--- config.mk ---
export PLATFORM = sky130hd
export DESIGN_NAME = data_bridge_timer
export DESIGN_NICKNAME = d
export VERILOG_FILES = /design/src/rtl/data_bridge_timer.sv
export SDC_FILE = /design/constraint.sdc
export NUM_CORES = 1
export LEC_CHECK = 0
export ABC_CLOCK_PERIOD_IN_PS = 8700
export CAP_MARGIN = 20
export CORE_ASPECT_RATIO = 0.8
export CORE_MARGIN = 4
export CORE_UTILIZATION = 40
export CTS_CLUSTER_SIZE = 20
export DETAILED_ROUTE_END_ITERATION = 8
export DONT_BUFFER_PORTS = 1
export PLACE_DENSITY = 0.66
export SKIP_CTS_REPAIR_TIMING = 1
export SLEW_MARGIN = 20
export SYNTH_ARGS = -nofsm -noshare
export SYNTH_HDL_FRONTEND = slang
export SYNTH_SLANG_ARGS = --single-unit
--- constraint.sdc ---
create_clock -name clk -period 8.7 [get_ports clk]
set_clock_uncertainty 0.1 [all_clocks]
set_input_delay 2.175 -clock clk [delete_from_list [all_inputs] [get_ports clk]]
set_output_delay 2.175 -clock clk [all_outputs]
set_load 0.01 [all_outputs]
--- src/rtl/data_bridge_timer.sv ---
// data_bridge_timer: routes CPU data accesses to data RAM or to the TC0 count-down timer
// Ports:
//   clk            system clock, rising edge
//   reset          asynchronous active-low reset
//   m_data_addr    CPU data byte address
//   m_data_wdata   CPU store data, lane-replicated
//   m_data_byteen  CPU byte write enables (0 = read / no access)
//   m_data_rdata   combinational read data to CPU
//   dm_addr        data RAM address (pass-through)
//   dm_wdata       data RAM write data (pass-through)
//   dm_byteen      data RAM byte enables, gated by the RAM window
//   dm_rdata       data RAM read data
//   irq            registered timer interrupt
module data_bridge_timer #(
    parameter logic [31:0] DM_LIMIT = 32'h0000_3000,
    parameter logic [31:0] TC_BASE  = 32'h0000_7F00
) (
    input  logic        clk,
    input  logic        reset,
    input  logic [31:0] m_data_addr,
    input  logic [31:0] m_data_wdata,
    input  logic [3:0]  m_data_byteen,
    output logic [31:0] m_data_rdata,
    output logic [31:0] dm_addr,
    output logic [31:0] dm_wdata,
    output logic [3:0]  dm_byteen,
    input  logic [31:0] dm_rdata,
    output logic        irq
);
    typedef enum logic [1:0] {IDLE, LOAD, CNT, INT} state_t;
    state_t      r_state, w_state_next;
    logic        r_en, r_im, r_flag, r_irq;
    logic [1:0]  r_mode;
    logic [31:0] r_preset, r_count;
    logic        w_en_next, w_im_next, w_flag_next;
    logic [1:0]  w_mode_next;
    logic [31:0] w_count_next, w_preset_wr, w_tc_rdata;
    logic [29:0] w_off;
    logic        w_ram_hit, w_tc_hit, w_wr_ctrl, w_wr_preset;
    logic [3:0]  w_ctrl_wr;
    // word offset into the timer window; wraps to a large value below the base
    assign w_off       = m_data_addr[31:2] - TC_BASE[31:2];
    assign w_ram_hit   = m_data_addr < DM_LIMIT;
    assign w_tc_hit    = w_off < 30'd3;
    assign w_wr_ctrl   = w_tc_hit && (|m_data_byteen) && w_off[1:0] == 2'd0;
    assign w_wr_preset = w_tc_hit && (|m_data_byteen) && w_off[1:0] == 2'd1;
    // only lane 0 carries implemented CTRL bits
    assign w_ctrl_wr   = m_data_byteen[0] ? m_data_wdata[3:0] : {r_im, r_mode, r_en};
    always_comb begin
        w_preset_wr = r_preset;
        for (int i = 0; i < 4; i++)
            w_preset_wr[8*i +: 8] = m_data_byteen[i] ? m_data_wdata[8*i +: 8] : r_preset[8*i +: 8];
    end
    assign w_tc_rdata   = w_off[1:0] == 2'd0 ? {28'd0, r_im, r_mode, r_en} :
                          w_off[1:0] == 2'd1 ? r_preset : r_count;
    assign m_data_rdata = w_ram_hit ? dm_rdata : w_tc_hit ? w_tc_rdata : 32'd0;
    assign dm_addr      = m_data_addr;
    assign dm_wdata     = m_data_wdata;
    assign dm_byteen    = w_ram_hit ? m_data_byteen : 4'd0;
    assign irq          = r_irq;
    always_comb begin
        w_state_next = r_state;
        w_en_next    = r_en;
        w_mode_next  = r_mode;
        w_im_next    = r_im;
        w_count_next = r_count;
        w_flag_next  = r_flag;
        case (r_state)
            IDLE: w_state_next = r_en ? LOAD : IDLE;
            LOAD: begin
                w_count_next = r_preset;
                w_state_next = CNT;
            end
            CNT: begin
                w_state_next = !r_en ? IDLE : r_count == 32'd0 ? INT : CNT;
                w_count_next = (r_en && r_count != 32'd0) ? r_count - 32'd1 : r_count;
            end
            INT: begin
                w_state_next = IDLE;
                w_flag_next  = r_mode == 2'b01 ? 1'b0 : r_flag;
                w_en_next    = r_mode == 2'b01 ? r_en : 1'b0;
            end
        endcase
        if (w_wr_ctrl || w_wr_preset)
            w_flag_next = 1'b0;
        // expiry beats a same-edge clear caused by a register write
        if (r_state == CNT && r_en && r_count == 32'd0)
            w_flag_next = 1'b1;
        // CPU write to CTRL beats the one-shot auto-disable
        if (w_wr_ctrl)
            {w_im_next, w_mode_next, w_en_next} = w_ctrl_wr;
    end
    always_ff @(posedge clk or negedge reset) begin
        if (!reset) begin
            r_state  <= IDLE;
            r_en     <= 1'b0;
            r_mode   <= 2'd0;
            r_im     <= 1'b0;
            r_preset <= 32'd0;
            r_count  <= 32'd0;
            r_flag   <= 1'b0;
            r_irq    <= 1'b0;
        end else begin
            r_state  <= w_state_next;
            r_en     <= w_en_next;
            r_mode   <= w_mode_next;
            r_im     <= w_im_next;
            r_preset <= w_wr_preset ? w_preset_wr : r_preset;
            r_count  <= w_count_next;
            r_flag   <= w_flag_next;
            // irq follows the next-state flag and mask so it lines up with the flag edge
            r_irq    <= w_flag_next & w_im_next;
        end
    end
endmodule

==> metrics.yaml <==
clock_tree:
  cts_tree: "done"
  cts_sinks: 72
  clk_latency_ps: 350
  cts.path.max_buffers: 2
  cts.htree.levels: 3
  clkTransAtPathRegs_ps: 50
  numCtsBuffers: 9
  clock-root-buffer: "clkbuf_16"
detailed_routing:
  drt-initial-drc-count: 381
  wl_mm: 14.3
  viasPerCell: 6.01
  drtPass1Iterations: 5
  wire_per_inst_um: 19.8
  post-route-drc-count: 0
  via_count: 4347
  antenna_left: 0
timing:
  hold_ws_ps: 432
  layout_setup_ws_ps: 2370
  hold_violations: 0
  relSlewSlack: 0.380
  fmax_mhz: 158
  fin_crit_ps: 6330
  fin_crit_sh: 0.727
  finalMaxSlewViolations: 0
  setup_viol: 0
  setup-tns-final_ps: 0
  rsz0062_at_grt: "no"
  tightestPinTransition_ps: 922
floorplanning:
  io_pins: 203
  fp.dieH_um: 109
  die-area_um2: 14700
  initial_utilization: 0.416
  dieWidth_um: 135
  row_count: 36
  core_area_um2: 12300
power_and_ir_drop:
  power_density_nw_per_um2: 142
  p_leak_nw: 2.04
  ir_worst_vdd_v: 0.0000896
global_routing:
  grt_pass1_wl_mm: 22.5
  grt_pass1_vias: 4278
  grt_start_max_net_pins: 73
  antenna_found_initial: 0
  grt_use_total: 0.196
  grt_overflow: 0
cells_and_area:
  stdcell_count: 723
  nNetsFinal: 650
  drive_gt1_frac: 0.130
  layout_common_cells: "72 x nand2_1, 72 x dfrtp_1, 70 x nor2_1"
  syn_to_final_growth_pct: -1.34
  diodes: 0
flow_run:
  drv_cap: 0
place:
  port_buffers: 0
  dp_worst_setup_slack_ps: 1980
  dpl.cell_count: 707
  place.detailed.hpwl_mm: 9.99
  place_congestion: 0.858
status:
  status: "finished clean"
setup_path:
  endpoint_kind: "output pin"
  worstSetupPathType: "in2out"
  startpoint_type: "input port"
  required_ps: 6430
  arrival_ps: 4050
  cp_max_fo: 32
logic_synthesis:
  syn-cell-area_um2: 5130
  synth_area_per_cell_um2: 8.11
  yosys_most_used_dff: "dfrtp_1"
  seq_area_frac_synth: 0.351
  synth_cell_types: 52
  synth_edf_count: 0
  async_flop_share: 1.00
  synth_cells: 632
  synth_seq_cells: 72
  yosysWarningCount: 0
  syn-num-nets: 735
hold_path:
  hold_path_class: "reg2reg"
==> cell type report <==
cell class / instances / area (um2)
Clock buffer: 11 / 253
Clock inverter: 5 / 55.1
Fill cell: 1294 / 7280
Inverter: 4 / 15.0
Multi-Input combinational cell: 452 / 2660
Sequential cell: 72 / 1800
Tap cell: 171 / 214
Timing Repair Buffer: 8 / 60.1
==> cell families (layout without fill, tap and decap cells) <==
| group | after synthesis | after routing | share of synthesized area |
|---|---|---|---|
| AND/OR/NAND/NOR | 239 | 239 | 0.221 |
| AO/OA/AOI/OAI | 173 | 173 | 0.208 |
| buffers and inverters | 108 | 28 | 0.132 |
| flip-flops | 72 | 72 | 0.351 |
| multiplexers | 39 | 39 | 0.0847 |
| adder cells (fa/ha/maj) | 1 | 1 | 0.00244 |
==> flip-flops by register name (all words and copies together) (netlist names) <==
register	count
irq	1
r_count	32
r_en	1
r_flag	1
r_im	1
r_mode	2
r_preset	32
r_state	2
==> worst paths after layout <==
| kind | cells after the start | slack (ps) | end | from |
|---|---|---|---|---|
| worst max-delay path | 5 | 2370 | m_data_rdata[20] | m_data_addr[23] |
| worst min-delay path | 1 | 430 | r_state[0] | r_state[1] |
| worst max register to register | 7 | 5340 | r_count[9] | r_count[0] |
| worst min register to register | 1 | 430 | r_state[0] | r_state[1] |
| max in group asynchronous | 0 | 6920 | r_state[0] | reset |
| min in group asynchronous | 0 | 1420 | r_preset[24] | reset |
==> routing by layer <==
| layer | vias to the layer above | track usage | part of all wire |
|---|---|---|---|
| li1 | 2043 | - | - |
| met1 | 2077 | 0.268 | 0.45 |
| met2 | 209 | 0.302 | 0.45 |
| met3 | 18 | 0.0554 | 0.082 |
| met4 | 0 | 0.0596 | 0.013 |
| met5 | - | 0 | 0 |
==> per-stage QoR <==
stage	cell area, um2	power (mW)	util
floorplan	5130	0.381	-
global placement	4750	0.344	0.385
detailed placement	4750	0.344	0.385
CTS	5060	0.728	0.410
global route	5060	0.740	0.410
finish	5060	0.721	0.410
==> power by group <==
group	internal, mW	total [mW]	switching, mW
Clock	0.236	0.382	0.146
Sequential	0.335	0.335	0.0000000563
Combinational	0.00215	0.00342	0.00127
Total	0.574	0.721	0.147
==> Yosys cell counts (all sizes together), types with 5 or more instances <==
library cell,instances,share of area
o21ai,55,0.054
a2bb2oi,5,0.011
o22a,7,0.012
or3,5,0.0061
a31oi,21,0.026
nor4,17,0.024
nor3,26,0.025
a21oi,48,0.047
nor2,70,0.051
o31ai,11,0.016
a22oi,6,0.0088
clkbuf,28,0.020
buf,76,0.11
and2,7,0.0085
dfrtp,72,0.35
mux2,35,0.077
nand4,6,0.0073
nand3,13,0.013
nand2,74,0.055
==> critical path, stage by stage <==
cell	delay (ps)
nor4_1	290
nand4_1	240
nor3_1	410
nand2_2	440
o21ai_0	480
Power figures use the tool's default switching activity.
